### src/rtl/riscv_ifetch_if.sv
// Instruction-memory read bus between the prefetch stage (master)
// and instruction memory (slave): one outstanding request, held until ack.
interface riscv_ifetch_if;
  logic        imem_req;
  logic [31:0] imem_addr;
  logic        imem_ack;
  logic [31:0] imem_rdata;

  modport master (
    output imem_req,
    output imem_addr,
    input  imem_ack,
    input  imem_rdata
  );

  modport slave (
    input  imem_req,
    input  imem_addr,
    output imem_ack,
    output imem_rdata
  );
endinterface

### src/rtl/riscv_ifetch.sv
// Instruction prefetch stage: fetches sequential words into a small
// {pc, word} queue, presents the head word when it matches the core's
// address, and flushes/refetches whenever the core leaves the stream.
module riscv_ifetch #(
  parameter int          DEPTH    = 4,
  parameter logic [31:0] RESET_PC = 32'h8000_0000
) (
  input  logic           clk,
  input  logic           rst,
  input  logic [31:0]    pc_in,
  input  logic           instr_take,
  output logic [31:0]    instr,
  output logic           instr_valid,
  output logic           redirect,
  riscv_ifetch_if.master imem
);

  localparam int            PW   = $clog2(DEPTH);
  localparam int            CW   = PW + 1;
  localparam logic [CW-1:0] FULL = CW'(DEPTH);
  localparam logic [31:0]   NOP  = 32'h0000_0013;

  typedef enum logic [1:0] {
    S_IDLE,
    S_REQ,
    S_DROP
  } state_t;

  state_t        r_state;
  state_t        w_state_next;
  logic [PW-1:0] r_head;
  logic [PW-1:0] r_tail;
  logic [CW-1:0] r_count;
  logic [CW-1:0] w_count_pop;
  logic [CW-1:0] w_count_next;
  logic [31:0]   r_fetch_pc;
  logic [31:0]   w_fetch_pc_next;
  logic [31:0]   r_req_addr;
  logic [31:0]   w_req_addr_next;
  logic          r_imem_req;

  logic [31:0]   r_q_pc   [DEPTH];
  logic [31:0]   r_q_word [DEPTH];

  logic          w_has;
  logic          w_ack;
  logic          w_pop;
  logic          w_push;
  logic [31:0]   w_head_pc;
  logic [31:0]   w_expected;

  // Head match, redirect detection and queue occupancy arithmetic
  always_comb begin
    w_has        = (r_count != '0);
    w_head_pc    = r_q_pc[r_head];
    w_expected   = w_has ? w_head_pc : r_fetch_pc;
    redirect     = (pc_in != w_expected);
    instr_valid  = w_has && (w_head_pc == pc_in);
    instr        = instr_valid ? r_q_word[r_head] : NOP;
    w_ack        = r_imem_req && imem.imem_ack;
    // A redirect never coincides with a valid head, so pops are never stale.
    w_pop        = instr_valid && instr_take;
    w_push       = (r_state == S_REQ) && w_ack && !redirect;
    w_count_pop  = r_count - {{(CW-1){1'b0}}, w_pop};
    w_count_next = w_count_pop + {{(CW-1){1'b0}}, w_push};
  end

  // Fetch FSM next state, next request address and next fetch pointer
  always_comb begin
    w_state_next    = r_state;
    w_req_addr_next = r_req_addr;
    w_fetch_pc_next = redirect ? pc_in : r_fetch_pc;
    case (r_state)
      S_IDLE: begin
        if (redirect) begin
          w_state_next    = S_REQ;
          w_req_addr_next = pc_in;
        end else if (w_count_pop < FULL) begin
          w_state_next    = S_REQ;
          w_req_addr_next = r_fetch_pc;
        end
      end
      S_REQ: begin
        if (redirect) begin
          if (w_ack) begin
            w_state_next    = S_REQ;
            w_req_addr_next = pc_in;
          end else begin
            // The bus handshake cannot be withdrawn; wait out the stale ack.
            w_state_next = S_DROP;
          end
        end else if (w_ack) begin
          w_fetch_pc_next = r_req_addr + 32'd1;
          if (w_count_next < FULL) begin
            w_state_next    = S_REQ;
            w_req_addr_next = r_req_addr + 32'd1;
          end else begin
            w_state_next = S_IDLE;
          end
        end
      end
      S_DROP: begin
        if (w_ack) begin
          w_state_next    = S_REQ;
          w_req_addr_next = redirect ? pc_in : r_fetch_pc;
        end
      end
      default: begin
        w_state_next = S_IDLE;
      end
    endcase
  end

  // Control registers: FSM state, pointers, occupancy, fetch/request addresses
  always_ff @(posedge clk) begin
    if (!rst) begin
      r_state    <= S_IDLE;
      r_imem_req <= 1'b0;
      r_head     <= '0;
      r_tail     <= '0;
      r_count    <= '0;
      r_fetch_pc <= RESET_PC;
      r_req_addr <= RESET_PC;
    end else begin
      r_state    <= w_state_next;
      r_imem_req <= (w_state_next != S_IDLE);
      r_fetch_pc <= w_fetch_pc_next;
      r_req_addr <= w_req_addr_next;
      if (redirect) begin
        r_head  <= '0;
        r_tail  <= '0;
        r_count <= '0;
      end else begin
        if (w_pop) begin
          r_head <= r_head + 1'b1;
        end
        if (w_push) begin
          r_tail <= r_tail + 1'b1;
        end
        r_count <= w_count_next;
      end
    end
  end

  // Queue storage write at the tail on each accepted memory response
  always_ff @(posedge clk) begin
    if (rst && w_push) begin
      r_q_pc[r_tail]   <= r_req_addr;
      r_q_word[r_tail] <= imem.imem_rdata;
    end
  end

  assign imem.imem_req  = r_imem_req;
  assign imem.imem_addr = r_req_addr;

endmodule

### src/flat_wrapper.sv
// flat-port wrapper written by rule: the top's interface ports become plain ports
module riscv_ifetch_flat 
#(
  parameter int          DEPTH    = 4,
  parameter logic [31:0] RESET_PC = 32'h8000_0000
)
  (clk, rst, pc_in, instr_take, instr, instr_valid, redirect, imem_imem_req, imem_imem_addr, imem_imem_ack, imem_imem_rdata);
  riscv_ifetch_if imem_i ();
  input  logic clk;
  input  logic rst;
  input  logic [31:0] pc_in;
  input  logic instr_take;
  output logic [31:0] instr;
  output logic instr_valid;
  output logic redirect;
  output wire logic [$bits(imem_i.imem_req)-1:0] imem_imem_req;
  output wire logic [$bits(imem_i.imem_addr)-1:0] imem_imem_addr;
  input wire logic [$bits(imem_i.imem_ack)-1:0] imem_imem_ack;
  input wire logic [$bits(imem_i.imem_rdata)-1:0] imem_imem_rdata;
  assign imem_imem_req = imem_i.imem_req;
  assign imem_imem_addr = imem_i.imem_addr;
  assign imem_i.imem_ack = imem_imem_ack;
  assign imem_i.imem_rdata = imem_imem_rdata;
  riscv_ifetch #(.DEPTH(DEPTH), .RESET_PC(RESET_PC)) u_core (.clk(clk), .rst(rst), .pc_in(pc_in), .instr_take(instr_take), .instr(instr), .instr_valid(instr_valid), .redirect(redirect), .imem(imem_i));
endmodule
### config.mk
export PLATFORM = sky130hd
export DESIGN_NAME = riscv_ifetch_flat
export DESIGN_NICKNAME = d
export VERILOG_FILES = /design/src/rtl/riscv_ifetch_if.sv /design/src/rtl/riscv_ifetch.sv /design/src/flat_wrapper.sv
export SDC_FILE = /design/constraint.sdc
export NUM_CORES = 1
export LEC_CHECK = 0
export ABC_AREA = 1
export BUFFER_PORTS_ARGS = -buffer_cell sky130_fd_sc_hd__buf_4
export CAP_MARGIN = 40
export CORE_MARGIN = 1
export CORE_UTILIZATION = 25
export DETAILED_ROUTE_END_ITERATION = 10
export GPL_ROUTABILITY_DRIVEN = 0
export MAX_ROUTING_LAYER = met4
export SLEW_MARGIN = 20
export SYNTH_ARGS = -nofsm -noshare
export SYNTH_HDL_FRONTEND = slang
export SYNTH_SLANG_ARGS = --single-unit
### constraint.sdc
create_clock -name clk -period 16.8 [get_ports clk]
set_input_delay 3.36 -clock clk [delete_from_list [all_inputs] [get_ports clk]]
set_output_delay 3.36 -clock clk [all_outputs]
set_load 0.1 [all_outputs]
==> key figures, run 1 <==
Floorplan
  • Core area: 0.0661 mm²
  • DIE HEIGHT: 261 µm
  • Die width: 261 µm
  • Num rows: 94
  • Die area: 0.0682 mm²
  • Top Ports: 135
  • Initial core utilization: 25.4%

Timing
  • Worst rel slew slack: a little under half
  • Final worst-path cycle share: between 50% and 60%
  • Fin. Hold Viols: 0
  • Final WS setup: about 8.2 ns
  • Worst Skew: 0.0272 ns
  • Post-Route Setup TNS: 0 ns
  • RSZ-0062 raised after global routing: false
  • Tmin final: between 8 and 9 ns
  • Final setup viols: 0
  • Max-slew violations: 0
  • Worst slew pin tran: 0.807 ns
  • Maximum clock rate: 116 MHz

Synth
  • Syn_area_per_cell: around 8.5 µm²
  • Most frequent cells after synthesis: nand2_1 (653), nand3_1 (270), edfxtp_1 (256)
  • Top cells by area, synth: edfxtp_1 (46%), nand2_1 (15%), dfxtp_1 (9.1%), nand3_1 (8.0%), a21oi_1 (3.2%)
  • Top-count cell post-synth: nand2_1
  • Cells after Synth: 1976
  • Post-synth ARST share: 0%
  • Ys Warns: 0
  • Top-area cell type share of the netlist area: 45.8%
  • Post-Syn Area: between 0.015 and 0.02 mm²
  • Synth area leader: edfxtp_1
  • Flops & latches, synth: roughly 330
  • Share of the yosys chip area belonging to registers: 54.8%
  • Synth Flop Type: edfxtp_1
  • Number of library cell types mapped by synthesis: 39
  • Net Count, Synth: 2053
  • Number of synthesized flops with an enable pin: 256

Drt
  • Via count: 13900
  • Drt drc: 6
  • Avg WL per Cell: 18.0 µm
  • Drt total wl: between 50 and 60 mm
  • 1st-pass router iterations: 9
  • Vias per inst: 4.67
  • Initial DRC Count: between 1000 and 1500
  • ANT nets after route: 0

Placed design
  • # port buffers: 134
  • DP Worst Slack: 8.22 ns
  • Dpl hpwl: 35.1 mm

Clock network
  • Clk slew on worst S/H paths: 0.06 ns
  • Skew-Pair Late Insertion Delay: 0.54 ns
  • Post-CTS resize count: 0
  • CTS Sinks: roughly 330
  • H-tree levels: 2
  • CTS tree: yes
  • Cts bufs inserted: 36
  • Postcts setup bufs: 0
  • CTS Root Cell: clkbuf_16
  • Hold buffer count at cts: 0
  • Clock Tree Buf Depth: 3

Critical path
  • R2R depth: 28
  • Crit path DAT: 5.25 ns
  • CP Max Fanout: 33
  • CP Data Required Time: 13.44 ns
  • CP Class: primary input to output pin
  • Critical Path Source Type: primary input
  • Critical Path Sink Type: output pin

Flow run
  • Max_cap viols: 0

Global routing
  • Global-route wire length before repair: between 70 and 80 mm
  • Met2 Use GR: 25.2%
  • Largest net degree at the start of global routing: 94
  • Routing usage on met3: 3.72%
  • Total congestion overflow: 0
  • Global Route Usage Sum: 15.8%
  • Layer with the highest usage: met2
  • Initial antenna violation count: 8
  • Vias in the first global route: 12700
  • GR Util met1: 19.5%

Power and ir drop
  • PwrDens: 107 mW/mm²
  • Lkg Pwr: about 8.0 nW
  • Net Sw Frac: about 31%
  • P_sw: 0.000656 W
  • Max rail drop VDD: 0.0509 mV
  • Int Pwr: 0.00146 W
  • Sequential share of power: a little under half
  • Power share of the combinational group: 16.7%
  • Clock power share: around 37%

Run status
  • Failing checks: DRC
  • Status: finished, violations left

Final layout
  • Nets: roughly 2200
  • Fraction of layout cells with a size suffix above 1: 11.9%
  • Area grow syn2layout: 18.1%

Min path
  • Hold Path Class: flop to flop
  • Hold Path Cell Cnt: 2
-- critical path, cell delays in order --
cell and delay [ns]:
buf_4 0.10, inv_1 0.05, xor2_1 0.16, nor2_1 0.26
and3_1 0.22, nand3_1 0.13, nor2_4 0.24, buf_12 0.23
o21a_1 0.17, buf_4 0.29
-- final timing paths --
kind | start | to | slack [ns]
max | pc_in[4] | instr[7] | 8.19
min | u_core.r_tail[0]$_SDFFE_PP0N_ | u_core.r_tail[0]$_SDFFE_PP0N_ | 0.51
max reg2reg | flop | u_core.imem.imem_addr[18]$_SDFFE_PN0P_ | 10.19
min reg2reg | u_core.r_tail[0]$_SDFFE_PP0N_ | u_core.r_tail[0]$_SDFFE_PP0N_ | 0.51
-- cells by family (layout without fill, tap and decap cells) --
| kind of cell | Yosys count | after routing | synth area share, % |
|---|---|---|---|
| fa+ha+maj | 9 | 9 | 0.671 |
| mux | 1 | 1 | 0.0596 |
| compound gates | 223 | 223 | 7.53 |
| other cells | 0 | 9 | 0 |
| simple gates | 1111 | 1111 | 27.9 |
| buf+inv | 251 | 371 | 6.43 |
| flops | 332 | 332 | 54.8 |
| xor+xnor | 49 | 49 | 2.56 |
-- state kept, by name, summed over array words and instances, names as in the netlist, named ones only --
signal	count
u_core.r_count	3
u_core.r_fetch_pc	32
u_core.r_tail	2
u_core.r_state	2
u_core.r_q_word	128
u_core.imem.imem_addr	32
u_core.r_q_pc	128
u_core.r_head	2
u_core.imem.imem_req	1
-- layout by cell type (no fill, tap or decap), types with 7 or more instances in the layout --
master and n:
nand2_2 7, o21ai_0 47, a21oi_1 109, xnor2_1 7, nor2_1 117, dfxtp_1 74, nor2_4 7, edfxtp_1 256
o21a_1 44, nand2_1 653, o211ai_1 7, nand4_1 12, clkinv_2 9, nor3_1 13, nand3_1 270, xor2_1 42
ha_1 9, buf_4 151, o21ai_1 8, clkbuf_16 37, inv_1 144, diode_2 9
-- per-stage QoR --
step / instance area [µm²] / hold slack (ns) / cells / total power [W] / util (%)
detailed placement: 18600 / 0.503 / 2898 / 0.00135 / 28.2
global route: 19800 / 0.554 / 2968 / 0.00220 / 30.0
CTS: 19800 / 0.512 / 2958 / 0.00213 / 29.9
floorplan: 16800 / 0.477 / 1976 / 0.00123 / -
global placement: 18600 / 0.501 / 2894 / 0.00135 / 28.1
finish: 19800 / 0.511 / 2969 / 0.00212 / 30.0
-- layout make-up --
| type | count | area, µm² |
|---|---|---|
| clock inverters | 16 | 160 |
| repair buffers | 157 | 1250 |
| inverters | 154 | 583 |
| well taps | 864 | 1080 |
| multi-input cells | 1393 | 6550 |
| flip-flops and latches | 332 | 9210 |
| diodes | 9 | 22.5 |
| clock buffers | 44 | 972 |
| fillers | 7004 | 46300 |
-- power by group through the flow --
stage / combinational (W) / sequential [W] / clock [W]
floorplan: 0.000131 / 0.00110 / 0
global placement: 0.000353 / 0.000997 / 0
detailed placement: 0.000353 / 0.000997 / 0
CTS: 0.000354 / 0.000980 / 0.000797
global route: 0.000383 / 0.000985 / 0.000828
finish: 0.000354 / 0.000981 / 0.000784
-- routing by layer --
layer,part of all wire [%],wire [µm]
met5,0,0
met1,42,22500
met2,47,25100
met4,2.6,1410
met3,8.2,4350
Note: power is estimated with default switching activity, not from simulation.
==> run 2: changes to the inputs <==
- clock period: 16.8 -> 7.43 ns (I/O delays scaled with it)
==> run 2 against run 1 <==
Setup slack got worse by 6.5 ns. Highest routed layer unchanged. Die area unchanged. Largest power group unchanged. Via count is 0.19% higher. Sequential power increased by 130%. Routed wire length increased by 1.2%. Critical path depth is 2 higher. Non-clock buffer count increased by 3. Clock-buffer cell count is 1 higher. Sequential share of layout area is 0.16 points lower. The run still ends with DRC left. Design area rose by 0.34%. First-iteration DRC count rose by 7.9%. Flip-flop and latch count unchanged.
==> key figures, run 2 (synthesis results as in run 1) <==
Critical path
  • Slowest CP cell: buf_4 (unchanged)
  • Critical Path Source Type: flop (was primary input)
  • CP Class: flop to output pin (was primary input to output pin)
  • CP Data Required Time: 5.94 ns (was 13.44 ns)
  • CP peak stage delay: 0.70 ns (was 0.29 ns)
  • Crit path DAT: 4.28 ns (was 5.25 ns)
  • Critical path, cell by cell: buf_4 -> nand2_1 -> nand3_1 -> nand3_1 -> nand2_1 -> nand3_1 -> nor3_1 -> nand3_1 -> nor2_4 -> buf_4 -> o21a_1 -> buf_4 (was buf_4 -> inv_1 -> xor2_1 -> nor2_1 -> and3_1 -> nand3_1 -> nor2_4 -> buf_12 -> o21a_1 -> buf_4)
  • Cell mode on critical path: nand3_1 (was buf_4)
  • CP Max Fanout: 67 (was 33)
  • Critical Path Sink Type: output pin (unchanged)

Final layout
  • Final std cells w/o fill: 2974 (was 2969)
  • Most frequent cells in the layout: nand2_1 (653), nand3_1 (270), edfxtp_1 (256) (unchanged)
  • Fraction of layout cells with a size suffix above 1: 12.0% (was 11.9%)
  • FILL cells: 6997 (was 7004)
  • Final Util: 30.1% (was 30.0%)
  • Most common cell after layout, fill and taps aside: nand2_1 (unchanged)
  • Nets: 2154 (was 2151)
  • Area grow syn2layout: 18.5% (was 18.1%)
  • Top flop regs: u_core.r_q_pc: 128 flops, u_core.r_q_word: 128 flops (unchanged)

Placed design
  • Dpl cells: 2903 (was 2898)
  • # port buffers: 134 (unchanged)
  • Dpl hpwl: 36.0 mm (was 35.1 mm)

Power and ir drop
  • P_sw: 0.00150 W (was 0.000656 W)
  • Lkg Pwr: 8.05 nW (was 8.02 nW)
  • Net Sw Frac: 31.0% (was 30.9%)
  • Total power: 0.00484 W (was 0.00212 W)
  • Sequential share of power: 45.9% (was 46.3%)
  • Power share of the combinational group: 16.7% (about the same)
  • Clock power share: 37.5% (was 37.0%)
  • Max rail drop VDD: 0.143 mV (was 0.0509 mV)
  • PwrDens: 243 mW/mm² (was 107 mW/mm²)
  • Int Pwr: 0.00334 W (was 0.00146 W)

Min path
  • Hold Path Class: flop to flop (unchanged)

Drt
  • 1st-pass router iterations: 11 (was 9)
  • Drt drc: 6 (unchanged)
  • ANT nets after route: 0 (unchanged)
  • Drt total wl: 54.0 mm (was 53.3 mm)
  • Via count: 13900 (about the same)
  • Avg WL per Cell: 18.2 µm (was 18.0 µm)
  • Initial DRC Count: 1228 (was 1138)
  • Vias per inst: 4.67 (about the same)

Global routing
  • Largest net degree at the start of global routing: 71 (was 94)
  • Vias in the first global route: 13000 (was 12700)
  • Total congestion overflow: 0 (unchanged)
  • Global Route Usage Sum: 16.2% (was 15.8%)
  • Global-route wire length before repair: 81.2 mm (was 79.2 mm)
  • Initial antenna violation count: 5 (was 8)

Floorplan
  • Die width: 261 µm (unchanged)
  • DIE HEIGHT: 261 µm (unchanged)
  • Core area: 0.0661 mm² (unchanged)
  • Die area: 0.0682 mm² (unchanged)
  • Initial core utilization: 25.4% (unchanged)
  • Num rows: 94 (unchanged)
  • Top Ports: 135 (unchanged)

Clock network
  • CTS Root Cell: clkbuf_16 (unchanged)
  • Postcts setup bufs: 0 (unchanged)
  • Post-CTS resize count: 0 (unchanged)
  • Clk slew on worst S/H paths: 0.06 ns (about the same)
  • Cts bufs inserted: 36 (unchanged)
  • CTS Sinks: 332 (unchanged)
  • H-tree levels: 2 (unchanged)
  • Hold buffer count at cts: 0 (unchanged)
  • Skew-Pair Late Insertion Delay: 0.54 ns (about the same)
  • CTS tree: yes (unchanged)
  • Clock Tree Buf Depth: 3 (unchanged)

Run status
  • Status: finished, violations left (unchanged)
  • Failing checks: DRC (unchanged)

Timing
  • Post-Route Setup TNS: 0 ns (unchanged)
  • Final worst-path cycle share: 77.6%
  • Final setup viols: 0 (unchanged)
  • Max-slew violations: 0 (unchanged)
  • Worst slew pin tran: 0.948 ns (was 0.807 ns)
  • Maximum clock rate: between 150 and 200 MHz
  • Tmin final: 5.77 ns
  • Worst rel slew slack: 36.2% (was 46.1%)
  • Worst Skew: 0.0153 ns (was 0.0272 ns)
  • RSZ-0062 raised after global routing: false (unchanged)
  • Fin. Hold Viols: 0 (unchanged)

Flow run
  • Max_cap viols: 0 (unchanged)
-- run 2: cell types whose count changed in the layout (fill, tap and decap cells not counted), sizes merged --
cell,previous run,this run
bufinv,3,4
buf,156,160
clkbuf,44,45
clkinvlp,2,3
diode,9,6
inv,150,152
clkdlybuf4s18,1,0
-- run 2: metrics by stage --
step | hold slack, ns | setup slack (ns) | cell area [µm²]
2_1_floorplan | 0.477 | 1.66 | 16800
5_1_grt | 0.570 | 1.31 | 19900
6_report | 0.532 | 1.66 | 19900
3_3_place_gp | 0.514 | 1.93 | 18600
4_1_cts | 0.529 | 1.63 | 19900
3_5_place_dp | 0.511 | 2.04 | 18700
-- run 2: layout make-up --
| cell class | instances | area, µm² | area share, % |
|---|---|---|---|
| Sequential cell | 332 | 9210 | 46.3 |
| Multi-Input combinational cell | 1393 | 6550 | 32.9 |
| Timing Repair Buffer | 160 | 1290 | 6.46 |
| Tap cell | 864 | 1080 | 5.43 |
| Clock buffer | 45 | 966 | 4.85 |
| Inverter | 154 | 583 | 2.93 |
| Clock inverter | 20 | 206 | 1.04 |
| Antenna cell | 6 | 15.0 | 0.0754 |
-- run 2: path summary, 6_finish.rpt --
kind,to,startpoint,cells past startpoint,slack [ns]
max,instr[3],flop,12,1.66
min,u_core.r_tail[0]$_SDFFE_PP0N_,u_core.r_tail[0]$_SDFFE_PP0N_,2,0.53
min reg2reg,u_core.r_tail[0]$_SDFFE_PP0N_,u_core.r_tail[0]$_SDFFE_PP0N_,2,0.53
max reg2reg,u_core.r_q_word[2][5]$_DFFE_PP_,flop,18,2.03
-- run 2: power groups by stage --
stage               logic, W  registers (W)  clock network (W)
floorplan           0.000296        0.00248                  0
global placement    0.000804        0.00226                  0
detailed placement  0.000804        0.00226                  0
CTS                 0.000806        0.00222            0.00185
global route        0.000872        0.00223            0.00192
finish              0.000807        0.00222            0.00182
-- run 2: metal layers --
metal | wire length [µm] | global-route usage (%) | vias to the layer above
met2 | 25200 | 25.6 | 491
met4 | 1980 | 6.36 | 0
li1 | - | - | 6794
met3 | 4350 | 3.49 | 106
met1 | 22500 | 20.0 | 6500
met5 | 0 | - | -
-- run 2: worst max-delay path, delay by kind of cell (launching register included) --
kind            cells  cell delay (ns)
simple gates        8             1.33
buf+inv             3             1.45
flops               1             0.61
compound gates      1             0.24
